`config.mk`:
```
export PLATFORM = sky130hd
export DESIGN_NAME = ahbl_master_port
export DESIGN_NICKNAME = d
export VERILOG_FILES = /design/src/rtl/ahbl_master_port.sv
export SDC_FILE = /design/constraint.sdc
export NUM_CORES = 1
export LEC_CHECK = 0
export BUFFER_PORTS_ARGS = -buffer_cell sky130_fd_sc_hd__clkbuf_2
export CAP_MARGIN = 20
export CORE_MARGIN = 5
export CORE_UTILIZATION = 25
export DETAILED_ROUTE_END_ITERATION = 7
export GPL_TIMING_DRIVEN = 0
export PLACE_DENSITY = 0.43
export SLEW_MARGIN = 20
export SYNTH_ARGS = -nofsm -noshare
export SYNTH_HDL_FRONTEND = slang
export SYNTH_SLANG_ARGS = --single-unit
```
`constraint.sdc`:
```
create_clock -name HCLK -period 1.92 [get_ports HCLK]
set_input_delay 0.384 -clock HCLK [delete_from_list [all_inputs] [get_ports HCLK]]
set_output_delay 0.384 -clock HCLK [all_outputs]
set_load 0.05 [all_outputs]
```
`src/rtl/ahbl_master_port.sv`:
```
// AHB-Lite master port: turns a CPU request/response bus into pipelined AHB-Lite
// transfers (address stage AP, data stage DP), with error cancel, alignment check and watchdog.
module ahbl_master_port #(
  parameter int         ADDR_WIDTH     = 32,
  parameter logic [3:0] HPROT_VAL      = 4'b0011,
  parameter bit         ERR_CANCEL     = 1'b1,
  parameter bit         ALIGN_CHECK    = 1'b1,
  parameter int         TIMEOUT_CYCLES = 1024
) (
  input  logic                  HCLK,
  input  logic                  HRESETn,
  input  logic                  req_valid,
  output logic                  req_ready,
  input  logic [ADDR_WIDTH-1:0] req_addr,
  input  logic                  req_wr,
  input  logic [1:0]            req_size,
  input  logic [31:0]           req_wdata,
  output logic                  rsp_valid,
  output logic [31:0]           rsp_rdata,
  output logic                  rsp_err,
  output logic [ADDR_WIDTH-1:0] HADDR,
  output logic [1:0]            HTRANS,
  output logic [2:0]            HSIZE,
  output logic                  HWRITE,
  output logic [2:0]            HBURST,
  output logic [3:0]            HPROT,
  output logic                  HMASTLOCK,
  output logic [31:0]           HWDATA,
  input  logic [31:0]           HRDATA,
  input  logic                  HREADY,
  input  logic                  HRESP,
  output logic                  err_irq,
  output logic [ADDR_WIDTH-1:0] err_addr,
  input  logic                  err_clr
);

  localparam int WD_W = (TIMEOUT_CYCLES > 1) ? $clog2(TIMEOUT_CYCLES + 1) : 1;
  localparam logic [WD_W-1:0] WD_LAST = WD_W'(TIMEOUT_CYCLES - 1);
  localparam logic [WD_W-1:0] WD_SAT  = WD_W'(TIMEOUT_CYCLES);

  // Handshake: a request transfers when req_valid & req_ready at HCLK rise;
  // rsp_valid is a one-cycle pulse in request order with no backpressure.

  // AP stage: HADDR/HWRITE are the AP address/control registers themselves.
  logic        ap_valid;
  logic        ap_bus;      // 0 = local error entry (misaligned or cancelled), never NONSEQ
  logic [1:0]  ap_size;
  logic [31:0] ap_wdata;

  logic                  dp_valid;
  logic                  dp_bus;
  logic                  dp_wr;
  logic [ADDR_WIDTH-1:0] dp_addr;

  logic            cancel_pend;
  logic [WD_W-1:0] wd_cnt;

  logic misaligned, req_local, acc, ap_adv, dp_done, dp_err, err_first, wd_hit, err_evt;

  function automatic logic [31:0] lane_rep(input logic [31:0] d, input logic [1:0] sz);
    case (sz)
      2'd0:    lane_rep = {4{d[7:0]}};
      2'd1:    lane_rep = {2{d[15:0]}};
      default: lane_rep = d;
    endcase
  endfunction

  assign misaligned = (req_size == 2'd3) ||
                      ((req_size == 2'd1) && req_addr[0]) ||
                      ((req_size == 2'd2) && (req_addr[1:0] != 2'b00));
  assign req_local  = ALIGN_CHECK && misaligned;

  assign req_ready = !ap_valid || (HREADY && !cancel_pend);
  assign acc       = req_valid && req_ready;
  assign ap_adv    = ap_valid && HREADY;
  assign dp_done   = dp_valid && HREADY;
  assign dp_err    = dp_done && (!dp_bus || HRESP);
  assign err_first = dp_valid && dp_bus && HRESP && !HREADY;
  assign wd_hit    = (TIMEOUT_CYCLES != 0) && dp_valid && !HREADY && (wd_cnt == WD_LAST);
  assign err_evt   = dp_err || wd_hit;

  assign HTRANS    = {ap_bus, 1'b0};
  assign HSIZE     = {1'b0, ap_size};
  assign HBURST    = 3'b000;
  assign HPROT     = HPROT_VAL;
  assign HMASTLOCK = 1'b0;

  always_ff @(posedge HCLK or negedge HRESETn) begin
    if (!HRESETn) begin
      ap_valid <= 1'b0;
      ap_bus   <= 1'b0;
      HADDR    <= '0;
      HWRITE   <= 1'b0;
      ap_size  <= 2'd0;
      ap_wdata <= '0;
    end else if (acc) begin
      ap_valid <= 1'b1;
      ap_bus   <= !req_local;
      HADDR    <= req_addr;
      HWRITE   <= req_wr;
      ap_size  <= req_size;
      ap_wdata <= req_wdata;
    end else if (ap_adv) begin
      ap_valid <= 1'b0;
      ap_bus   <= 1'b0;
    end else if (ERR_CANCEL && err_first) begin
      // Withdraw the pending address; the entry now completes as a local error.
      ap_bus <= 1'b0;
    end
  end

  always_ff @(posedge HCLK or negedge HRESETn) begin
    if (!HRESETn) begin
      dp_valid <= 1'b0;
      dp_bus   <= 1'b0;
      dp_wr    <= 1'b0;
      dp_addr  <= '0;
      HWDATA   <= '0;
    end else if (ap_adv) begin
      dp_valid <= 1'b1;
      dp_bus   <= ap_bus;
      dp_wr    <= HWRITE;
      dp_addr  <= HADDR;
      HWDATA   <= lane_rep(ap_wdata, ap_size);
    end else if (dp_done) begin
      dp_valid <= 1'b0;
      dp_bus   <= 1'b0;
    end
  end

  always_ff @(posedge HCLK or negedge HRESETn) begin
    if (!HRESETn) begin
      rsp_valid   <= 1'b0;
      rsp_err     <= 1'b0;
      rsp_rdata   <= '0;
      cancel_pend <= 1'b0;
      wd_cnt      <= '0;
    end else begin
      rsp_valid <= dp_done;
      rsp_err   <= dp_err;
      rsp_rdata <= (dp_done && dp_bus && !dp_wr && !HRESP) ? HRDATA : 32'h0;
      if (err_first)   cancel_pend <= 1'b1;
      else if (HREADY) cancel_pend <= 1'b0;
      if (!dp_valid || HREADY) wd_cnt <= '0;
      else if (wd_cnt != WD_SAT) wd_cnt <= wd_cnt + 1'b1;
    end
  end

  // First error since the last clear owns err_addr; a clear never hides a same-cycle error.
  always_ff @(posedge HCLK or negedge HRESETn) begin
    if (!HRESETn) begin
      err_irq  <= 1'b0;
      err_addr <= '0;
    end else if (err_evt && (!err_irq || err_clr)) begin
      err_irq  <= 1'b1;
      err_addr <= dp_addr;
    end else if (err_clr) begin
      err_irq  <= 1'b0;
      err_addr <= '0;
    end
  end

endmodule

```
==> flow_metrics.py, run 1 <==
metrics = {
    "synth": {
        "synth_compound_area_share_pct": 2.729,
        "synth_seq_cells": 215,
        "ys_seq_area_share_pct": 61.45,
        "synth_cell_types": 37,
        "synthMuxAreaShare_pct": 22.15,
        "synth-xor-area-share_pct": 0.9003,
        "netlist_area_sq_um": 8756,
        "synth_adder_area_share_pct": 0.2858,
        "yosys.area_share.simple_pct": 9.131,
        "synth_area_leaders": "dfrtp_1 (61%), mux2_2 (14%), mux2_4 (5.1%), mux2i_1 (2.9%), nor2b_1 (2.4%)",
        "yosysTopAreaCellShare_pct": 61.45,
        "synth_cells": 628,
        "syn_area_per_cell_sq_um": 13.94,
        "ys_warn_count": 0,
        "synth_area_leader_cell": "dfrtp_1",
        "synth_top_family_by_area": "multiplexers",
    },
    "clocking": {
        "htreeDepth": 1,
        "clock-sinks": 215,
        "cts_tree": "yes",
        "insertion_delay_ps": 530,
        "numCtsBuffers": 27,
        "clk_path_buf_depth": 3,
        "path_clk_slew_ps": 60,
        "cts_root_buffer": "clkbuf_16",
        "post_cts_buffers": 0,
    },
    "grt": {
        "grt_max_degree": 81,
        "gr-total-overflow": 0,
        "grt_antenna_before_repair": 0,
        "grt_pass1_vias": 6159,
        "grt_pass1_wl_mm": 36.67,
        "track_usage_pct": 11.81,
    },
    "floorplanning": {
        "dieHeight_um": 197.1,
        "core_area_sq_um": 34540,
        "dieArea_sq_um": 38870,
        "io_pins": 251,
        "num_rows": 68,
        "start_util_pct": 25.35,
        "chipWidth_um": 197.1,
    },
    "final_layout": {
        "seqCellArea_sq_um": 5380,
        "multi_input_area_sq_um": 3137,
        "syn_to_final_growth_pct": 31.57,
        "final_cell_area_sq_um": 11520,
        "final_cells": 1384,
        "final_net_count": 1015,
        "nFillCells": 3586,
        "drive_gt1_share_pct": 49.46,
    },
    "route": {
        "drtIter0Drc": 141,
        "routed_wl_mm": 23.64,
        "via_per_inst": 4.130,
        "via_count": 5716,
        "drc": 0,
        "drtPass1Iterations": 4,
        "postRouteAntennaNets": 0,
        "wire_per_inst_um": 17.08,
    },
    "job": {
        "drv_cap": 0,
    },
    "power_and_ir_drop": {
        "power_density_nw_per_um2": 1269,
        "irDropWorstVdd_v": 0.0007008,
        "leakage_uw": 0.005683,
    },
    "worst_setup_path": {
        "crit_path_max_fanout": 10,
        "critPathSlowestCell": "dfrtp_1",
        "max_stage_delay_ps": 470,
        "critPathKind": "reg -> reg",
        "start_kind": "flop",
        "end_kind": "flop",
        "cp.required_ps": 2330,
        "crit_chain": "ha_1, a31oi_4, buf_6, mux2_4",
        "regToRegSetupSlack_ps": 120,
        "arrival_ps": 2210,
    },
    "timing": {
        "period_share_pct": 93.97,
        "fin_skew_ps": 8.418,
        "holdWs_ps": 61.63,
        "clock.fmax_mhz": 554.2,
        "relSlewSlack_pct": 58.38,
        "slew_violations": 0,
        "min_period_ps": 1804,
        "worstMarginPinSlew_ps": 623.6,
        "fin_ws_ps": 115.7,
        "hold_viol": 0,
        "rsz0062_at_grt": "no",
        "setup_viol_count_final": 0,
    },
    "placement": {
        "dpl_cell_area_sq_um": 10630,
        "post-dp-hpwl_mm": 17.30,
        "dp_cells": 1333,
        "portBuffers": 240,
        "place_congestion": 0.7204,
        "dp_slack_ps": -324.5,
    },
    "hold_path": {
        "holdCritPathClass": "in -> reg",
    },
    "status": {
        "outcome": "finished, final reports clean",
    },
}
-- cells in the final DEF, fill, tap and decap left out, types with 2 or more instances in the layout --
cell type and count:
a21oi_1 11, buf_6 7, dfrtp_1 215, clkbuf_1 21, clkbuf_8 7, mux2i_1 25
o21ai_0 24, nor4_1 2, nor2b_1 34, nand4_1 6, buf_4 13, mux2_4 30
ha_1 2, nand3_1 8, and2_1 33, nand2_1 29, nor2_1 20, nor3_1 3
clkbuf_16 27, conb_1 10, buf_16 2, mux2_2 110, clkbuf_2 243, clkinv_2 5
inv_1 6, xor2_1 8, and3_1 2, buf_2 4
-- worst max-delay path, delay by kind of cell, from the launching register on --
| family | cells | cell delay, ps |
|---|---|---|
| multiplexers | 1 | 310 |
| buffers and inverters | 1 | 240 |
| flip-flops | 1 | 470 |
| adder cells (fa/ha/maj) | 1 | 360 |
| AO/OA/AOI/OAI | 1 | 300 |
-- synthesized netlist by cell type (all sizes together) --
| master | count |
|---|---|
| a21o | 1 |
| a21oi | 11 |
| a31oi | 1 |
| and2 | 33 |
| and3 | 2 |
| and4 | 1 |
| buf | 24 |
| clkbuf | 18 |
| conb | 2 |
| dfrtp | 215 |
| ha | 2 |
| inv | 6 |
| mux2 | 140 |
| mux2i | 25 |
| nand2 | 30 |
| nand2b | 2 |
| nand3 | 8 |
| nand3b | 1 |
| nand4 | 6 |
| nor2 | 21 |
| nor2b | 34 |
| nor3 | 3 |
| nor3b | 1 |
| nor4 | 3 |
| o2111ai | 1 |
| o21ai | 25 |
| o221ai | 1 |
| o31a | 1 |
| or3 | 1 |
| xnor2 | 1 |
| xor2 | 8 |
-- final timing paths --
check,endpoint,depth (start not counted),from
worst max-delay path,err_addr[15]$_DFFE_PN0P_,4,wd_cnt[0]$_DFFE_PN0P_
max in group asynchronous,HWDATA[7]$_DFFE_PN0P_,4,HRESETn
worst max register to register,err_addr[15]$_DFFE_PN0P_,4,wd_cnt[0]$_DFFE_PN0P_
worst min register to register,HWDATA[31]$_DFFE_PN0P_,2,HWDATA[31]$_DFFE_PN0P_
min in group asynchronous,HADDR[17]$_DFFE_PN0P_,2,HRESETn
worst min-delay path,rsp_rdata[20]$_DFF_PN0_,2,HRDATA[20]
-- routing by layer --
metal / vias to the layer above / global-route usage (%) / routed length, um
li1: 2694 / - / -
met1: 2800 / 16.42 / 11040
met2: 188 / 18.21 / 10290
met3: 34 / 3.497 / 1744
met4: 0 / 2.851 / 561
met5: - / 0 / 0
-- stage by stage --
stage	TNS, ps	utilization (%)	total power (uW)
6_report	0	33.35	14620
5_1_grt	0	33.34	15330
4_1_cts	0	33.33	14890
3_5_place_dp	-21930	30.77	9902
3_3_place_gp	-947960	30.58	9857
2_1_floorplan	0	-	8695
-- timing repair --
item	4_1_cts	5_1_grt
hold endpoints to repair	60	0
hold buffers	1	0
gates resized for setup	6	1
setup endpoints to repair	78	10
pin swaps	0	0
-- sequential cells by signal, summed over array words and instances, names as in the netlist, 2 cells and up --
signal     count
wd_cnt        11
HWDATA        32
ap_wdata      32
ap_size        2
HADDR         32
rsp_rdata     32
err_addr      32
dp_addr       32
-- area by class of cell --
| class | instances | area share (%) |
|---|---|---|
| well taps | 455 | 4.942 |
| inverters | 6 | 0.1955 |
| flip-flops and latches | 215 | 46.70 |
| diodes | 1 | 0.02172 |
| clock buffers | 40 | 6.810 |
| repair buffers | 243 | 11.07 |
| clock inverters | 9 | 0.6951 |
| multi-input cells | 373 | 27.23 |
| plain buffers | 42 | 2.335 |
-- kinds of logic (layout without fill, tap and decap cells) --
family,count (synthesis),count (layout)
mux,165,165
fa+ha+maj,2,2
flops,215,215
compound gates,41,41
buf+inv,48,340
other cells,2,11
xor+xnor,9,9
simple gates,146,146
-- power breakdown --
part,switching [uW],internal (uW)
sequential,523,5330
clock,1920,2950
combinational,2640,1260
total,5080,9540
Power figures use the tool's default switching activity.
==> run 2, diff against run 1 <==
RECOVER_POWER = 50   (was unset)
==> flow_metrics.py, run 2 (same netlist as run 1, synthesis figures left out) <==
metrics = {
    "status": {
        "outcome": "finished, final reports clean",
    },
    "grt": {
        "grt_max_degree": 81,
        "grt_pass1_wl_mm": 36.67,
        "grt_antenna_before_repair": 0,
        "grt_pass1_vias": 6159,
        "gr-total-overflow": 0,
        "track_usage_pct": 11.81,
    },
    "worst_setup_path": {
        "max_stage_delay_ps": 470,
        "crit_family": "flip-flops",
        "crit_path_max_fanout": 10,
        "cp.required_ps": 2320,
        "ff2ff_path_depth": 4,
        "path_depth": 4,
        "critPathKind": "reg -> reg",
        "crit_chain": "ha_1, a31oi_4, buf_6, mux2_4",
        "critPathBufInv": 1,
        "end_kind": "flop",
        "arrival_ps": 2190,
        "start_kind": "flop",
        "critPathSlowestCell": "dfrtp_1",
    },
    "final_layout": {
        "final_net_count": 1015,
        "layout_commonest_cell": "dfrtp_1",
        "final_cell_mix": "dfrtp_1 (215), clkbuf_2 (149), clkbuf_1 (116), mux2_2 (110), nor2b_1 (34)",
        "final_cells": 1383,
        "diodes": 0,
        "syn_to_final_growth_pct": 30.09,
        "drive_gt1_share_pct": 39.12,
    },
    "placement": {
        "portBuffers": 240,
        "dp_slack_ps": -324.5,
        "place_congestion": 0.7204,
        "post-dp-hpwl_mm": 17.30,
        "dp_cells": 1333,
    },
    "clocking": {
        "path_clk_slew_ps": 60,
        "cts_tree": "yes",
        "numCtsBuffers": 27,
        "htreeDepth": 1,
        "clk_path_buf_depth": 3,
        "insertion_delay_ps": 520,
        "post_cts_buffers": 0,
        "cts_root_buffer": "clkbuf_16",
        "clock-sinks": 215,
    },
    "power_and_ir_drop": {
        "seqPwrFrac_pct": 40.2,
        "sw_frac_of_total_pct": 34.92,
        "switchingPower_uw": 5075,
        "p_int_uw": 9459,
        "power_density_nw_per_um2": 1276,
        "leakage_uw": 0.005364,
        "irDropWorstVdd_v": 0.0006954,
        "clockPowerShare_pct": 33.5,
        "combPwrFrac_pct": 26.2,
    },
    "floorplanning": {
        "core_area_sq_um": 34540,
        "dieHeight_um": 197.1,
        "io_pins": 251,
        "start_util_pct": 25.35,
        "num_rows": 68,
        "chipWidth_um": 197.1,
        "dieArea_sq_um": 38870,
    },
    "timing": {
        "fin_skew_ps": 8.439,
        "slew_violations": 0,
        "clock.fmax_mhz": 559.0,
        "hold_viol": 0,
        "worstMarginPinSlew_ps": 670.0,
        "period_share_pct": 93.18,
        "min_period_ps": 1789,
        "setup_viol_count_final": 0,
        "fin_ws_ps": 131.0,
        "relSlewSlack_pct": 55.52,
        "rsz0062_at_grt": "no",
    },
    "route": {
        "wire_per_inst_um": 17.09,
        "routed_wl_mm": 23.64,
        "postRouteAntennaNets": 0,
        "via_per_inst": 4.132,
        "drc": 0,
        "drtIter0Drc": 145,
        "via_count": 5714,
        "drtPass1Iterations": 4,
    },
    "hold_path": {
        "holdPathStages": 2,
        "holdCritPathClass": "in -> reg",
    },
    "job": {
        "drv_cap": 0,
    },
}
## run 2: cell types whose count changed in the layout (fill, tap and decap cells not counted)
| cell | previous run | this run |
|---|---|---|
| and2_0 | 0 | 2 |
| and2_1 | 33 | 31 |
| buf_2 | 4 | 3 |
| clkbuf_1 | 21 | 116 |
| clkbuf_2 | 243 | 149 |
| diode_2 | 1 | 0 |
| nand2b_1 | 1 | 2 |
| nand2b_4 | 1 | 0 |
## run 2: power groups by stage
stage          clock, uW  combinational [uW]  sequential, uW
2_1_floorplan          0                1300            7400
5_1_grt             5220                4080            5960
6_report            4870                3810            5850
3_5_place_dp           0                3960            5940
4_1_cts             5060                3970            5870
3_3_place_gp           0                3920            5940
## run 2: what timing repair did
item,in CTS,in global routing
hold buffers,1,0
resized for setup,6,1
hold endpoints to repair,60,0
endpoints found under the setup margin,78,10
## run 2: final cells by class
type,instances,area [sq um]
Buffer,42,269.0
Clock buffer,40,784.5
Clock inverter,9,80.08
Fill cell,3613,23150
Inverter,6,22.52
Multi-Input combinational cell,373,3129
Sequential cell,215,5380
Tap cell,455,569.3
Timing Repair Buffer,243,1156
## run 2: worst paths after layout
path / from / to / slack, ps
min in group asynchronous: HRESETn / HADDR[17]$_DFFE_PN0P_ / 400
hold / removal: HRDATA[20] / rsp_rdata[20]$_DFF_PN0_ / 60
hold reg to reg: HWDATA[31]$_DFFE_PN0P_ / HWDATA[31]$_DFFE_PN0P_ / 480
setup reg to reg: wd_cnt[0]$_DFFE_PN0P_ / err_addr[15]$_DFFE_PN0P_ / 130
max in group asynchronous: HRESETn / HWDATA[7]$_DFFE_PN0P_ / 310
setup / recovery: wd_cnt[0]$_DFFE_PN0P_ / err_addr[15]$_DFFE_PN0P_ / 130
## run 2: through the flow
stage               utilization [%]  TNS [ps]  hold slack [ps]  power, uW  cell area (sq um)
floorplan                         -         0            88.41       8695               8793
global placement              30.58   -947960            467.0       9857              10560
detailed placement            30.77    -21930            400.5       9902              10630
CTS                           33.33         0            27.40      14890              11510
global route                  32.98         0            39.82      15260              11390
finish                        32.98         0            63.65      14530              11390
## run 2: per-layer routing
metal	track usage, %	routed length (um)	part of all wire [%]	up-vias
met5	0	0	0	-
met4	2.851	559	2.4	0
met3	3.497	1762	7.5	32
met2	18.21	10330	44	190
met1	16.42	10990	47	2800
li1	-	-	-	2692
==> run 3, diff against run 2 <==
==> constraint.sdc (replaced) <==
create_clock -name HCLK -period 1.92 [get_ports HCLK]
set_input_delay 0.384 -clock HCLK [delete_from_list [all_inputs] [get_ports HCLK]]
set_output_delay 0.384 -clock HCLK [all_outputs]
set_load 0.02 [all_outputs]
==> flow_metrics.py, run 3 (same netlist as run 1, synthesis figures left out) <==
metrics = {
    "status": {
        "outcome": "finished, final reports clean",
    },
    "route": {
        "drc": 0,
        "via_count": 5759,
        "postRouteAntennaNets": 0,
        "via_per_inst": 4.170,
        "drtPass1Iterations": 4,
        "routed_wl_mm": 24.16,
        "wire_per_inst_um": 17.49,
        "drtIter0Drc": 184,
    },
    "grt": {
        "grt_pass1_wl_mm": 37.85,
        "gr-total-overflow": 0,
        "grt_max_degree": 70,
        "track_usage_pct": 12.28,
        "grt_antenna_before_repair": 0,
        "grt_pass1_vias": 6302,
    },
    "clocking": {
        "path_clk_slew_ps": 60,
        "clock-sinks": 215,
        "numCtsBuffers": 26,
        "htreeDepth": 1,
        "cts_root_buffer": "clkbuf_16",
        "cts_tree": "yes",
        "clk_path_buf_depth": 3,
        "insertion_delay_ps": 540,
    },
    "worst_setup_path": {
        "ff2ff_path_depth": 4,
        "timing.rr.start": "wd_cnt[0]$_DFFE_PN0P_",
        "crit_family": "flip-flops",
        "arrival_ps": 2220,
        "critPathKind": "reg -> reg",
        "start_kind": "flop",
        "end_kind": "flop",
        "critPathBufInv": 1,
        "crit_path_max_fanout": 10,
        "critPathSlowestCell": "dfrtp_1",
        "regToRegSetupSlack_ps": 120,
        "max_stage_delay_ps": 460,
        "reg2reg_to": "err_addr[17]$_DFFE_PN0P_",
        "crit_chain": "ha_1, a31oi_4, buf_6, mux2_4",
        "cp.required_ps": 2340,
    },
    "power_and_ir_drop": {
        "combPwrFrac_pct": 20.4,
        "irDropWorstVdd_v": 0.0006877,
        "seqPwrFrac_pct": 44.1,
        "power_uw": 13260,
        "p_int_uw": 9252,
        "switchingPower_uw": 4007,
        "leakage_uw": 0.005291,
        "clockPowerShare_pct": 35.5,
        "sw_frac_of_total_pct": 30.22,
        "power_density_nw_per_um2": 1169,
    },
    "final_layout": {
        "nFillCells": 3624,
        "diodes": 0,
        "syn_to_final_growth_pct": 29.54,
        "final_cell_mix": "dfrtp_1 (215), clkbuf_1 (138), clkbuf_2 (126), mux2_2 (110), nor2b_1 (34)",
        "final_net_count": 1015,
        "layout_commonest_cell": "dfrtp_1",
        "drive_gt1_share_pct": 36.61,
        "final_cell_area_sq_um": 11340,
    },
    "hold_path": {
        "hold_path_end": "rsp_rdata[15]$_DFF_PN0_",
        "holdPathStages": 2,
        "holdCritPathClass": "in -> reg",
        "holdCritStartpoint": "HRDATA[15]",
    },
    "floorplanning": {
        "io_pins": 251,
        "chipWidth_um": 197.1,
        "dieHeight_um": 197.1,
        "core_area_sq_um": 34540,
        "start_util_pct": 25.35,
        "dieArea_sq_um": 38870,
        "num_rows": 68,
    },
    "job": {
        "drv_cap": 0,
    },
    "placement": {
        "portBuffers": 240,
        "dpl_cell_area_sq_um": 10650,
        "place_congestion": 0.7055,
        "dp_slack_ps": -373.2,
        "post-dp-hpwl_mm": 17.54,
    },
    "timing": {
        "setup_viol_count_final": 0,
        "rsz0062_at_grt": "no",
        "hold_viol": 0,
        "min_period_ps": 1798,
        "period_share_pct": 93.66,
        "fin_ws_ps": 121.8,
        "slew_violations": 0,
        "relSlewSlack_pct": 56.59,
        "clock.fmax_mhz": 556.1,
        "fin_skew_ps": 8.477,
        "worstMarginPinSlew_ps": 650.4,
    },
}
[run 3: through the flow]
step	cells	hold slack [ps]	TNS [ps]	util, %
after floorplan	636	88.41	0	-
after global placement	1331	466.9	-952850	30.56
after detailed placement	1334	260.6	-24590	30.82
after CTS	1381	10.68	0	33.25
after global routing	1381	23.63	0	32.83
final	1381	47.56	0	32.83
[run 3: layout make-up]
class                   count  area, sq um  area share (%)
well taps                 455        569.3           5.019
inverters                   6        22.52          0.1986
clock buffers              40        773.2           6.817
multi-input cells         373         3128           27.58
flip-flops and latches    215         5380           47.44
plain buffers              42        266.5           2.350
clock inverters             6        43.79          0.3861
repair buffers            244         1159           10.22
[run 3: power by group through the flow]
stage	logic [uW]	clock network, uW	registers (uW)
CTS	2880	4930	5870
floorplan	1260	0	6350
detailed placement	2870	0	5940
finish	2710	4700	5850
global placement	2820	0	5940
global route	2970	5070	5970
[run 3: what timing repair did]
item | CTS | global route
endpoints found under the setup margin | 78 | 4
gates resized for setup | 4 | 3
hold endpoints to repair | 45 | 0
setup buffers | 0 | 0
hold buffers | 1 | 0
[run 3: routing by layer]
| layer | track usage (%) | up-vias | part of all wire (%) |
|---|---|---|---|
| met5 | 0 | - | 0 |
| met3 | 3.786 | 32 | 6.9 |
| met1 | 16.93 | 2844 | 47 |
| met4 | 3.210 | 0 | 2.6 |
| met2 | 18.91 | 189 | 44 |
| li1 | - | 2694 | - |
[run 3: worst max path at each step]
stage | startpoint | end | slack (ps) | cells after the start
2_1_floorplan | err_irq$_DFFE_PN0P_ | err_addr[10]$_DFFE_PN0P_ | 240 | 5
3_3_place_gp | HRESETn | ap_wdata[22]$_DFFE_PN0P_ | -4360 | 1
3_5_place_dp | HREADY | HWDATA[0]$_DFFE_PN0P_ | -370 | 4
4_1_cts | ap_valid$_DFFE_PN0P_ | dp_addr[24]$_DFFE_PN0P_ | 50 | 3
5_1_grt | ap_valid$_DFFE_PN0P_ | dp_addr[20]$_DFFE_PN0P_ | 9 | 3
6_report | wd_cnt[0]$_DFFE_PN0P_ | err_addr[17]$_DFFE_PN0P_ | 120 | 4
